### src/rtl/ac97_pkg.sv
// Shared types, register indices, init ROM contents and slot packing helpers
// for the AC97 control-slot command scheduler.
package ac97_pkg;

  typedef enum logic [1:0] {
    WAIT_READY,
    INIT,
    IDLE,
    READ_WAIT
  } state_t;

  localparam logic [6:0] REG_RESET       = 7'h00;
  localparam logic [6:0] REG_MASTER_VOL  = 7'h02;
  localparam logic [6:0] REG_HP_VOL      = 7'h04;
  localparam logic [6:0] REG_PCM_OUT_VOL = 7'h18;
  localparam logic [6:0] REG_POWERDOWN   = 7'h26;

  localparam int unsigned SLOT_W     = 20;
  localparam int unsigned ADDR_W     = 7;
  localparam int unsigned DATA_W     = 16;
  localparam int unsigned INIT_LEN   = 4;
  localparam int unsigned INIT_IDX_W = 2;

  typedef struct packed {
    logic [ADDR_W-1:0] addr;
    logic [DATA_W-1:0] data;
  } init_entry_t;

  // Entry 0 sits in the low slice, so index order matches issue order.
  localparam init_entry_t [INIT_LEN-1:0] INIT_ROM = {
    init_entry_t'{addr: REG_HP_VOL,      data: 16'h0000},
    init_entry_t'{addr: REG_PCM_OUT_VOL, data: 16'h0808},
    init_entry_t'{addr: REG_MASTER_VOL,  data: 16'h0000},
    init_entry_t'{addr: REG_RESET,       data: 16'h0000}
  };

  function automatic logic [SLOT_W-1:0] pack_slot1(input logic rnw,
                                                   input logic [ADDR_W-1:0] addr);
    return {rnw, addr, 12'h000};
  endfunction

  function automatic logic [SLOT_W-1:0] pack_slot2(input logic [DATA_W-1:0] data);
    return {data, 4'h0};
  endfunction

endpackage

### src/rtl/ac97_init_rom.sv
// Combinational init-sequence lookup: index -> {register, value} plus last-entry flag.
module ac97_init_rom
  import ac97_pkg::*;
(
  input  logic [INIT_IDX_W-1:0] idx,
  output logic [ADDR_W-1:0]     addr_c,
  output logic [DATA_W-1:0]     data_c,
  output logic                  last_c
);

  init_entry_t entry;

  assign entry  = INIT_ROM[idx];
  assign addr_c = entry.addr;
  assign data_c = entry.data;
  assign last_c = (idx == INIT_IDX_W'(INIT_LEN - 1));

endmodule

### src/rtl/ac97_cmd_sched.sv
// AC97 slot-1/2 command scheduler: codec init, host register access and
// optional 0x26 status polling (enabled by defining AC97_STATUS_POLL_EN).
module ac97_cmd_sched
  import ac97_pkg::*;
#(
  parameter int unsigned TIMEOUT_FRAMES = 4,
  parameter int unsigned POLL_FRAMES    = 48
) (
  input  logic        ac97_bitclk,
  input  logic        ac97_rst_b,
  input  logic        ac97_strobe,
  input  logic        in_codec_ready,
  input  logic        in_slot1_valid,
  input  logic        in_slot2_valid,
  input  logic [19:0] in_slot1,
  input  logic [19:0] in_slot2,
  output logic [19:0] ac97_out_slot1,
  output logic        ac97_out_slot1_valid,
  output logic [19:0] ac97_out_slot2,
  output logic        ac97_out_slot2_valid,
  input  logic        req_valid,
  output logic        req_ready,
  input  logic        req_rnw,
  input  logic [6:0]  req_addr,
  input  logic [15:0] req_wdata,
  output logic        resp_valid,
  output logic [15:0] resp_data,
  output logic        resp_err,
  output logic        init_done,
  output logic [15:0] pwr_status
);

  localparam int unsigned TO_W = (TIMEOUT_FRAMES > 1) ? $clog2(TIMEOUT_FRAMES) : 1;

  state_t                  state;
  logic [INIT_IDX_W-1:0]   init_idx;
  logic [ADDR_W-1:0]       rom_addr;
  logic [DATA_W-1:0]       rom_data;
  logic                    rom_last;
  logic                    buf_valid;
  logic                    buf_rnw;
  logic [ADDR_W-1:0]       buf_addr;
  logic [DATA_W-1:0]       buf_wdata;
  logic                    host_busy;
  logic [ADDR_W-1:0]       pend_addr;
  logic [TO_W-1:0]         wait_cnt;
  logic                    accept;
  logic                    slot_match;
  logic                    wait_expired;
  logic                    unused_bits;

  ac97_init_rom u_init_rom (
    .idx    (init_idx),
    .addr_c (rom_addr),
    .data_c (rom_data),
    .last_c (rom_last)
  );

  assign accept       = req_valid & req_ready;
  assign slot_match   = in_slot1_valid & in_slot2_valid & (in_slot1[18:12] == pend_addr);
  assign wait_expired = (wait_cnt == TO_W'(TIMEOUT_FRAMES - 1));
  assign unused_bits  = ^{in_slot1[19], in_slot1[11:0], in_slot2[3:0]};

`ifdef AC97_STATUS_POLL_EN
  localparam int unsigned POLL_W = (POLL_FRAMES > 1) ? $clog2(POLL_FRAMES) : 1;

  logic [POLL_W-1:0] poll_cnt;
  logic              poll_pend;
  logic              pend_poll;
  logic [15:0]       pwr_q;

  // Frame counter that raises a single pending poll per wrap.
  always_ff @(posedge ac97_bitclk or negedge ac97_rst_b) begin
    if (!ac97_rst_b) begin
      poll_cnt  <= '0;
      poll_pend <= 1'b0;
    end else if (ac97_strobe) begin
      if (state == IDLE && in_codec_ready && !buf_valid && poll_pend) begin
        poll_pend <= 1'b0;
      end else if (init_done && poll_cnt == POLL_W'(POLL_FRAMES - 1)) begin
        poll_pend <= 1'b1;
      end
      if (init_done) begin
        poll_cnt <= (poll_cnt == POLL_W'(POLL_FRAMES - 1)) ? '0 : poll_cnt + POLL_W'(1);
      end
    end
  end

  assign pwr_status = pwr_q;
`else
  localparam int unsigned unused_poll_frames = POLL_FRAMES;

  logic pend_poll;

  assign pend_poll  = 1'b0;
  assign pwr_status = 16'h0000;
`endif

  // Scheduler FSM, host buffer and all registered outputs.
  always_ff @(posedge ac97_bitclk or negedge ac97_rst_b) begin
    if (!ac97_rst_b) begin
      state                <= WAIT_READY;
      init_idx             <= '0;
      buf_valid            <= 1'b0;
      buf_rnw              <= 1'b0;
      buf_addr             <= '0;
      buf_wdata            <= '0;
      host_busy            <= 1'b0;
      pend_addr            <= '0;
      wait_cnt             <= '0;
      ac97_out_slot1       <= '0;
      ac97_out_slot1_valid <= 1'b0;
      ac97_out_slot2       <= '0;
      ac97_out_slot2_valid <= 1'b0;
      req_ready            <= 1'b0;
      resp_valid           <= 1'b0;
      resp_data            <= 16'h0000;
      resp_err             <= 1'b0;
      init_done            <= 1'b0;
`ifdef AC97_STATUS_POLL_EN
      pend_poll            <= 1'b0;
      pwr_q                <= 16'h0000;
`endif
    end else begin
      resp_valid <= 1'b0;
      if (accept) begin
        buf_valid <= 1'b1;
        buf_rnw   <= req_rnw;
        buf_addr  <= req_addr;
        buf_wdata <= req_wdata;
        host_busy <= 1'b1;
      end else if (resp_valid) begin
        host_busy <= 1'b0;
      end
      // Ready reopens only after the previous response pulse has been seen.
      req_ready <= init_done & ~accept & ~(host_busy & ~resp_valid);

      if (ac97_strobe) begin
        ac97_out_slot1       <= '0;
        ac97_out_slot1_valid <= 1'b0;
        ac97_out_slot2       <= '0;
        ac97_out_slot2_valid <= 1'b0;
        case (state)
          WAIT_READY: begin
            if (in_codec_ready) state <= INIT;
          end
          INIT: begin
            ac97_out_slot1       <= pack_slot1(1'b0, rom_addr);
            ac97_out_slot1_valid <= 1'b1;
            ac97_out_slot2       <= pack_slot2(rom_data);
            ac97_out_slot2_valid <= 1'b1;
            if (rom_last) begin
              init_done <= 1'b1;
              init_idx  <= '0;
              state     <= IDLE;
            end else begin
              init_idx <= init_idx + INIT_IDX_W'(1);
            end
          end
          IDLE: begin
            if (!in_codec_ready) begin
              init_done <= 1'b0;
              init_idx  <= '0;
              state     <= WAIT_READY;
            end else if (buf_valid) begin
              buf_valid            <= 1'b0;
              ac97_out_slot1       <= pack_slot1(buf_rnw, buf_addr);
              ac97_out_slot1_valid <= 1'b1;
              if (buf_rnw) begin
                pend_addr <= buf_addr;
                wait_cnt  <= '0;
`ifdef AC97_STATUS_POLL_EN
                pend_poll <= 1'b0;
`endif
                state     <= READ_WAIT;
              end else begin
                ac97_out_slot2       <= pack_slot2(buf_wdata);
                ac97_out_slot2_valid <= 1'b1;
                resp_valid           <= 1'b1;
                resp_err             <= 1'b0;
              end
            end
`ifdef AC97_STATUS_POLL_EN
            else if (poll_pend) begin
              ac97_out_slot1       <= pack_slot1(1'b1, REG_POWERDOWN);
              ac97_out_slot1_valid <= 1'b1;
              pend_addr            <= REG_POWERDOWN;
              wait_cnt             <= '0;
              pend_poll            <= 1'b1;
              state                <= READ_WAIT;
            end
`endif
          end
          READ_WAIT: begin
            if (!in_codec_ready) begin
              if (!pend_poll) begin
                resp_valid <= 1'b1;
                resp_err   <= 1'b1;
                resp_data  <= 16'hFFFF;
              end
              init_done <= 1'b0;
              init_idx  <= '0;
              state     <= WAIT_READY;
            end else if (slot_match) begin
              if (!pend_poll) begin
                resp_valid <= 1'b1;
                resp_err   <= 1'b0;
                resp_data  <= in_slot2[19:4];
              end
`ifdef AC97_STATUS_POLL_EN
              else begin
                pwr_q <= in_slot2[19:4];
              end
`endif
              state <= IDLE;
            end else if (wait_expired) begin
              if (!pend_poll) begin
                resp_valid <= 1'b1;
                resp_err   <= 1'b1;
                resp_data  <= 16'hFFFF;
              end
              state <= IDLE;
            end else begin
              wait_cnt <= wait_cnt + TO_W'(1);
            end
          end
          default: state <= WAIT_READY;
        endcase
      end
    end
  end

endmodule

### config.mk
export PLATFORM = sky130hd
export DESIGN_NAME = ac97_cmd_sched
export DESIGN_NICKNAME = d
export VERILOG_FILES = /design/src/rtl/ac97_pkg.sv /design/src/rtl/ac97_init_rom.sv /design/src/rtl/ac97_cmd_sched.sv
export SDC_FILE = /design/constraint.sdc
export NUM_CORES = 1
export LEC_CHECK = 0
export CORE_MARGIN = 3
export CORE_UTILIZATION = 45
export DETAILED_ROUTE_END_ITERATION = 16
export GPL_ROUTABILITY_DRIVEN = 0
export PLACE_DENSITY_LB_ADDON = 0.3
export SKIP_CTS_REPAIR_TIMING = 1
export SLEW_MARGIN = 20
export SYNTH_ARGS = -nofsm -noshare
export SYNTH_HDL_FRONTEND = slang
export SYNTH_HIERARCHICAL = 1
export SYNTH_SLANG_ARGS = --single-unit
### constraint.sdc
create_clock -name ac97_bitclk -period 2.55 [get_ports ac97_bitclk]
set_input_delay 0.3825 -clock ac97_bitclk [delete_from_list [all_inputs] [get_ports ac97_bitclk]]
set_output_delay 0.3825 -clock ac97_bitclk [all_outputs]
set_load 0.05 [all_outputs]
==> reports/metrics.yaml <==
outcome:
  status: "finished, final reports clean"
setup_path:
  cp.required_ns: 2.79
  criticalPathCategory: "in -> reg"
  crit_start: "in_slot1[18]"
  cp-end-kind: "flop"
  worst-r2r-setup-slack_ns: 0.43
  worstPathArrival_ns: 2.41
  r2r_end: "resp_data[15]$_DFFE_PN0P_"
  cp_max_fo: 16
  worstReg2RegStart: "pend_addr[6]$_DFFE_PN0P_"
  r2r_cells: 6
  critPathLaunchType: "primary input"
layout:
  syn_to_final_growth_pct: 27.4
  finalInstanceArea_sq_mm: 0.00522
  final_net_count: 542
  final_cell_count_no_fill: 578
  diodes: 0
  fin_util_pct: 59.5
  drive_gt1_share_pct: 14.3
clocking:
  cts-root-buf: "clkbuf_8"
  htreeDepth: 3
  clock_latency_ns: 0.35
  cts_tree: "yes"
  clkTransAtPathRegs_ns: 0.09
  clk_path_buf_depth: 2
  clkSinkCount: 85
  cts_buffers: 9
floorplanning:
  rows: 34
  die_area_sq_mm: 0.0103
  core-area_sq_mm: 0.00876
  die_h_microns: 101
  initial_core_util_pct: 46.7
  ioPinCount: 149
  die_w_microns: 101
grt:
  track_usage_pct: 17.2
  grt_pass1_vias: 2815
  grt-ovfl-total: 0
  grt_max_degree: 51
  antenna_found_initial: 0
  grt_pass1_wl_mm: 13.7
sta:
  fin_skew_ns: 0.0104
  fin_crit_ns: 2.17
  maxSlewHeadroom_pct: 57.9
  layout_setup_ws_ns: 0.378
  tns_ns: 0
  hold_ws_ns: 0.0288
  max_freq_mhz: 460
  timing.final.crit_share_pct: 85.2
  setup_viol: 0
  tightest_slew_ns: 0.632
  final_max_slew_viol_count: 0
  hold_viol_final: 0
  grt_setup_unrepaired: "no"
route:
  via_per_inst: 5.01
  routed-via-count: 2895
  drtPass1Iterations: 4
  wl_met2_mm: 4.60
  met3_length_microns: 444
  top_layer: "met4"
  wl_met1_mm: 3.66
  wirelength_mm: 8.77
  drtIter0Drc: 103
  route.detailed.drc: 0
  wl_per_cell_microns: 15.2
  postRouteAntennaNets: 0
synthesis:
  synth_compound_area_share_pct: 15.5
  synth_edf_count: 0
  syn_avg_cell_area_sq_um: 11.2
  async_flop_share_pct: 100
  synthSimpleGateAreaFrac_pct: 4.74
  syn_inst: 366
  syn-cell-area_sq_mm: 0.00409
  synth_top_family_by_area: "compound AO/OA/AOI/OAI gates"
  yosys_warnings: 6
  synth_ff_type: "dfrtp_1"
  synth_xor_area_share_pct: 1.50
  yosysSeqAreaShare_pct: 52.0
  synth_cell_types: 42
  synthAdderAreaFrac_pct: 1.83
  muxShareOfSynthArea_pct: 9.29
  synth-seq-cells: 85
pwr:
  netSwitchingPower_mw: 2.53
  combPwrFrac_pct: 47.1
  seqPwrFrac_pct: 36.8
  p_per_area_mw_per_mm2: 1150
  power_mw: 6.00
  clockPowerShare_pct: 16.1
  p_int_mw: 3.47
  vdd_ir_drop_max_v: 0.000584
  p_sw_share_pct: 42.2
  p_leak_nw: 2.23
placed_design:
  dpl_worst_slack_ns: -0.0121
  postPlaceCellArea_sq_mm: 0.00502
  dpl.hpwl_mm: 6.28
  dp_cells: 562
  place.port_buffers: 99
min_path:
  min_path_type: "in -> async"
run:
  drv_cap: 0
[sequential cells by signal, indices dropped and copies added (netlist names)]
name	cells
host_busy	1
buf_rnw	1
ac97_out_slot1_valid	1
state	2
ac97_out_slot1	8
buf_addr	7
ac97_out_slot2	16
buf_wdata	16
wait_cnt	2
resp_valid	1
init_idx	2
pend_addr	7
req_ready	1
resp_data	16
resp_err	1
ac97_out_slot2_valid	1
init_done	1
buf_valid	1
[cell usage in the layout, fill, tap and decap left out, types with 11 or more instances in the layout]
cell	synthesis	final
buf_4	53	16
mux2_2	32	32
dfrtp_1	85	85
clkdlybuf4s50_1	0	98
o22a_1	16	16
o22ai_1	24	24
inv_1	33	33
conb_1	2	49
nand2_1	11	11
a22oi_1	23	23
[cells by family (layout without fill, tap and decap cells)]
| family | Yosys count | count (layout) |
|---|---|---|
| AO/OA/AOI/OAI | 90 | 90 |
| XOR/XNOR | 7 | 7 |
| adder cells (fa/ha/maj) | 6 | 6 |
| buffers and inverters | 106 | 163 |
| flip-flops | 85 | 85 |
| multiplexers | 34 | 34 |
| other | 2 | 49 |
| AND/OR/NAND/NOR | 36 | 36 |
[worst max path at each step]
stage | to | slack, ns | cells after the start
6_report | resp_data[15]$_DFFE_PN0P_ | 0.38 | 7
5_1_grt | resp_data[8]$_DFFE_PN0P_ | 0.28 | 7
4_1_cts | resp_data[15]$_DFFE_PN0P_ | 0.38 | 7
3_5_place_dp | resp_data[1]$_DFFE_PN0P_ | -0.01 | 7
3_3_place_gp | resp_data[1]$_DFFE_PN0P_ | 0.02 | 7
2_1_floorplan | resp_data[0]$_DFFE_PN0P_ | 0.45 | 8
[critical path, stage by stage]
cell and delay (ns):
clkdlybuf4s50_1 0.47, xnor2_1 0.13, nand4_1 0.15, or4_1 0.52, or3_1 0.36, buf_4 0.20
o22a_1 0.19
[layer usage]
layer  up-vias  GRT usage, %
met5         -             0
met4         0          5.62
met3         7          3.79
met2        86          29.6
met1      1425          21.5
li1       1377             -
[synthesized netlist by cell type, types with 3 or more instances]
library cell,count,share of area [%]
mux2_2,32,8.8
o21ai_0,10,1.2
o22a_1,16,3.4
nor2b_1,3,0.46
xnor2_1,5,1.1
dfrtp_1,85,52
ha_1,6,1.8
a22oi_1,23,4.2
buf_4,53,9.7
inv_1,33,3.0
nand3_1,4,0.49
nand2_1,11,1.0
clkbuf_1,16,1.5
a21oi_1,5,0.61
o22ai_1,24,3.7
nor2_1,5,0.46
[power groups by stage]
stage	clock network [mW]	registers, mW	logic, mW
floorplan	0	2.97	1.25
global placement	0	2.21	2.78
detailed placement	0	2.24	2.83
CTS	0.990	2.21	2.84
global route	1.05	2.27	3.01
finish	0.966	2.21	2.83
[area by class of cell]
cell class,count,area (sq um)
fillers,772,3550
flip-flops and latches,85,2130
multi-input cells,222,1530
repair buffers,114,1100
clock buffers,11,141
well taps,108,135
inverters,33,124
clock inverters,5,60.1
Note: power is estimated with default switching activity, not from simulation.
==> patch 1, RTL diff (config.mk and constraints unchanged) <==
Change the parameter `TIMEOUT_FRAMES` from 4 to 2.
--- a/src/rtl/ac97_cmd_sched.sv
+++ b/src/rtl/ac97_cmd_sched.sv
@@ -5,3 +5,3 @@
 #(
-  parameter int unsigned TIMEOUT_FRAMES = 4,
+  parameter int unsigned TIMEOUT_FRAMES = 2,
   parameter int unsigned POLL_FRAMES    = 48
Formal check against the unedited RTL: same outputs for any inputs over 4 cycles, from zero or initial values and one cycle with ac97_rst_b low; that may be too few to reach the edited logic, so the function may still have changed.
==> patch 1 against the unedited design <==
  * Sequential cell count fell by 1
  * Global-route usage is 0.15 points higher
  * Setup slack got worse by 0.077 ns
  * Synthesized area decreased by 1.9%
  * Total power fell by 0.24%
  * Critical path depth unchanged
  * Routed wire length is 0.59% lower
  * Clock skew decreased by 0.0014 ns
  * Cell area decreased by 0.94%
  * Non-clock buffer count fell by 1
  * Highest routed layer unchanged
==> patch 1: results (changes against the unedited design) <==
| Metric | Value |
|---|---|
| First-pass iteration count of the detailed router | 7 (+3) |
| Wire length of the first global-routing pass | 13.83 mm (+0.65%) |
| Synth Flop Type | sky130_fd_sc_hd__dfrtp_1 |
| Worst-case clock buffer depth | 2 (unchanged) |
| Overall via count from detail_route | 2822 (-2.5%) |
| Antenna violations before repair | 0 (unchanged) |
| Standard cell area after detailed placement | 4943 um2 (-1.4%) |
| Cell depth of the worst flop-to-flop path | 6 (unchanged) |
| Maximum number of pins on one net before global-route repair | 44 (-14%) |
| Detailed-route wire length | 8.715 mm (-0.59%) |
| Worst-path clk slew | 0.08 ns |
| Net count of the finished layout | 533 (-1.7%) |
| Global router's overall resource usage | 17.35% (+0.15 points) |
| Minimum setup slack among reg-to-reg paths | 0.36 ns (-0.07 ns) |
| Netlist cell types | 39 (-7.1%) |
| Later-pin clock latency in the skew report | 0.35 ns (about the same) |
| Worst hold slack | 0.03002 ns (+0.001192 ns) |
| Share of async-settable or async-resettable flops after synthesis | 100.0% (unchanged) |
| Hold Crit Class | in -> async |
| Leakage Power | 2.182 nW (-2.1%) |
| Number of violations reported at the end of detailed-routing iteration 0 | 104 (+0.97%) |
| Endpoint required time on the critical path | 2.78 ns (about the same) |
| Relative area change from synthesis to final layout | 28.73% |
| Outcome | complete, no violations |
| Final Hold Vio Count | 0 (unchanged) |
| Estimated wirelength of the detail-placed design | 6.187 mm (-1.5%) |
| Top cells by count, synth | 84 x sky130_fd_sc_hd__dfrtp_1, 53 x sky130_fd_sc_hd__buf_4, 34 x sky130_fd_sc_hd__inv_1 |
| Finish-stage setup viols | 0 (unchanged) |
| IR drop worst, VDD | 0.6597 mV (+13%) |
| Largest cells by area after synthesis | sky130_fd_sc_hd__dfrtp_1 52%, sky130_fd_sc_hd__buf_4 9.9%, sky130_fd_sc_hd__mux2_2 9.0% |
| Buffers added on ports | 99 (unchanged) |
| Number of diodes | 0 (unchanged) |
| Registers with the most flip-flops | ac97_out_slot2 (16), buf_wdata (16), resp_data (16) |
| Transition at the pin with the smallest max-transition slack | 0.5844 ns (-0.04711 ns) |
| Worst-case clock skew | 0.009036 ns (-0.001414 ns) |
| Share of cells above drive strength 1 | 14.29% (+0.030 points) |
| H-tree level count | 3 (unchanged) |
| R2R Path End | resp_data[3] |
| Beginning of the worst register-to-register path | pend_addr[6] |
| Root Buffer Master | sky130_fd_sc_hd__clkbuf_8 |
| TritonCTS buffer count | 9 (unchanged) |
| CP Max Fanout | 16 (unchanged) |
| Yosys Warn Count | 6 (unchanged) |
| Proportion of synthesized chip area in sequential cells | 52.35% (+0.40 points) |
[patch 1: how the worst max path moves through the flow]
stage                 start      endpoint  slack (ns)
2_1_floorplan  pend_addr[2]  resp_data[0]        0.41
3_3_place_gp   in_slot1[18]  resp_data[9]       -0.08
3_5_place_dp   in_slot1[18]  resp_data[5]       -0.09
4_1_cts        in_slot1[18]  resp_data[5]        0.29
5_1_grt        pend_addr[6]  resp_data[7]        0.24
6_report       in_slot1[18]  resp_data[3]        0.30
[patch 1: final cells by class]
| type | instances | area (um2) |
|---|---|---|
| Clock buffer | 11 | 141.4 |
| Sequential cell | 84 | 2102 |
| Timing Repair Buffer | 113 | 1106 |
| Inverter | 34 | 127.6 |
| Multi-Input combinational cell | 215 | 1476 |
| Fill cell | 698 | 3254 |
| Clock inverter | 5 | 83.83 |
| Tap cell | 105 | 131.4 |
[patch 1: per-layer routing]
layer | track usage (%) | vias up | part of all wire, %
li1 | - | 1348 | -
met1 | 23.12 | 1351 | 44
met2 | 28.44 | 117 | 48
met3 | 4.844 | 6 | 7.5
met4 | 3.731 | 0 | 0.62
met5 | 0 | - | 0
[patch 1: worst max-delay path: stages]
cell and delay [ns]:
sky130_fd_sc_hd__clkdlybuf4s50_1 0.47, sky130_fd_sc_hd__xnor2_1 0.12, sky130_fd_sc_hd__nand4_1 0.14, sky130_fd_sc_hd__or4_1 0.59
sky130_fd_sc_hd__or3_1 0.38, sky130_fd_sc_hd__buf_4 0.20, sky130_fd_sc_hd__o22a_1 0.19
[patch 1: kinds of logic (layout without fill, tap and decap cells)]
kind of cell | Yosys count | in the layout | share of synthesized area (%)
AND/OR/NAND/NOR | 34 | 34 | 4.581
AO/OA/AOI/OAI | 87 | 87 | 15.24
adder cells (fa/ha/maj) | 5 | 5 | 1.558
multiplexers | 33 | 33 | 9.224
flip-flops | 84 | 84 | 52.35
XOR/XNOR | 7 | 7 | 1.527
buffers and inverters | 108 | 163 | 15.33
other | 2 | 49 | 0.1870
[patch 1: power breakdown]
part,internal (W),switching [W],leakage (nW)
sequential,0.00185,0.000333,1.02
combinational,0.00109,0.00166,1.05
clock,0.000582,0.000475,0.106
total,0.00352,0.00247,2.18
[patch 1: through the flow]
stage / worst slack, ns / std cells / util [%]
global placement: -0.08275 / 551 / 58.69
finish: 0.3004 / 567 / 61.36
CTS: 0.2901 / 567 / 61.36
detailed placement: -0.08892 / 551 / 58.69
floorplan: 0.4124 / 407 / -
global route: 0.2422 / 567 / 61.36
==> patch 2, RTL diff (config.mk and constraints unchanged) <==
Made on the original files. Re-encode `state_t` (4 states) as one-hot, 4 bits wide.
--- a/src/rtl/ac97_pkg.sv
+++ b/src/rtl/ac97_pkg.sv
@@ -4,7 +4,7 @@
 
-  typedef enum logic [1:0] {
-    WAIT_READY,
-    INIT,
-    IDLE,
-    READ_WAIT
+  typedef enum logic [3:0] {
+    WAIT_READY = 4'b0001,
+    INIT       = 4'b0010,
+    IDLE       = 4'b0100,
+    READ_WAIT  = 4'b1000
   } state_t;
Function: no difference found for any inputs over 4 cycles, from zero or initial values and one cycle with ac97_rst_b low; so few cycles prove little.
==> patch 2 against the unedited design <==
  * Worst hold slack improved by 0.019 ns
  * Combinational power decreased by 35%
  * Synthesized area up 2.9%
  * Total power fell by 16%
  * Sequential cell count grew 2
  * Cell area increased by 2.2%
  * Die area is 2.7% higher
  * Routed wire length grew 3.7%
  * Critical path depth decreased by 6
  * Setup slack improved by 0.19 ns
  * Count of clock-buffer cells in the layout decreased by 1
  * Largest power group is now sequential cells
==> patch 2: results (changes against the unedited design) <==
| Metric | Value |
|---|---|
| Slowest stage cell, crit path | sky130_fd_sc_hd__clkdlybuf4s50_1 |
| IR drop worst, VDD | 0.4573 mV (-22%) |
| Worst-case clock skew | 0.004274 ns (-0.006176 ns) |
| Number of violations reported at the end of detailed-routing iteration 0 | 150 (+46%) |
| Beginning of the worst register-to-register path | state[3] |
| Fraction of the mapped netlist area in compound gates | 15.09% (-0.41 points) |
| Worst setup endpoint | req_ready |
| Netlist cell types | 51 (+21%) |
| R2R Path End | pend_addr[0] |
| Largest cells by area after synthesis | sky130_fd_sc_hd__dfrtp_1 51%, sky130_fd_sc_hd__buf_4 9.8%, sky130_fd_sc_hd__mux2_2 8.3% |
| Global router's overall resource usage | 17.94% (+0.74 points) |
| Non-filler cells in the finished layout | 575 (-0.52%) |
| Proportion of synthesized chip area in sequential cells | 51.71% (-0.25 points) |
| Leakage Power | 2.317 nW (+3.9%) |
| Estimated wirelength of the detail-placed design | 6.484 mm (+3.2%) |
| Transition at the pin with the smallest max-transition slack | 0.6481 ns (+0.01655 ns) |
| Cell depth of the worst flop-to-flop path | 5 (-1) |
| Mean instance size in the synthesized netlist | 11.45 um2 (+2.3%) |
| Largest delay contributor family on the critical path | buffers and inverters |
| Share of cells above drive strength 1 | 15.20% (+0.95 points) |
| Post-synthesis share of cell area spent on full adders, half adders and majority gates | 0.2970% (-1.5 points) |
| Net count of the finished layout | 534 (-1.5%) |
| Arrival time at the worst endpoint | 1.60 ns (-0.81 ns) |
| Delay of the slowest cell on the worst path | 0.83 ns (+0.31 ns) |
| Fraction of synthesized area in multiplexers | 8.554% (-0.74 points) |
| Detailed-route wire length | 9.095 mm (+3.7%) |
| Top cells by count, synth | 86 x sky130_fd_sc_hd__dfrtp_1, 55 x sky130_fd_sc_hd__buf_4, 31 x sky130_fd_sc_hd__mux2_2 |
| Standard cell area after detailed placement | 5101 um2 (+1.7%) |
| Outcome | complete, no violations |
| CP startpoint | req_ready |
patch 2: changes by cell type after synthesis, moves of 3 or more:
| cell | delta |
|---|---|
| sky130_fd_sc_hd__clkbuf_1 | -9 |
| sky130_fd_sc_hd__nor2_1 | +10 |
| sky130_fd_sc_hd__o22ai_1 | -7 |
| sky130_fd_sc_hd__nand2b_1 | +3 |
| sky130_fd_sc_hd__a21oi_1 | +9 |
| sky130_fd_sc_hd__inv_1 | -11 |
| sky130_fd_sc_hd__ha_1 | -5 |
| sky130_fd_sc_hd__buf_2 | +5 |
| sky130_fd_sc_hd__o21ai_0 | -4 |
patch 2: power by group through the flow:
stage                     clock network, W  logic [W]  registers, W
after global routing               0.00118    0.00197       0.00214
after global placement                   0    0.00180       0.00209
after floorplan                          0   0.000961       0.00248
after detailed placement                 0    0.00184       0.00211
final                              0.00109    0.00183       0.00209
after CTS                          0.00113    0.00185       0.00208
patch 2: layer usage:
metal / share of wire [%] / track usage, %
met1: 45 / 24.03
met2: 45 / 27.66
met3: 9.3 / 6.089
met4: 1.4 / 5.677
met5: 0 / 0
patch 2: final cells by class:
class,instances,area (um2)
fill,743,3560
sequential,87,2178
multi-input combinational,235,1637
timing repair buffer,107,1069
clock buffer,10,137.6
tap,108,135.1
clock inverter,6,92.59
inverter,22,82.58
patch 2: logic make-up after synthesis:
family | after synthesis
buffers and inverters | 93
DFF | 87
AOI/OAI and AO/OA | 90
xor gates and xnor gates | 8
muxes | 32
and+or+nand+nor | 55
adders and majority gates | 1
other | 2
patch 2: through the flow:
stage	util, %	setup WS [ns]
final	59.96	0.5691
after global routing	59.96	0.4705
after CTS	59.96	0.5322
after detailed placement	57.37	0.1897
after global placement	57.37	0.2185
after floorplan	-	0.7463
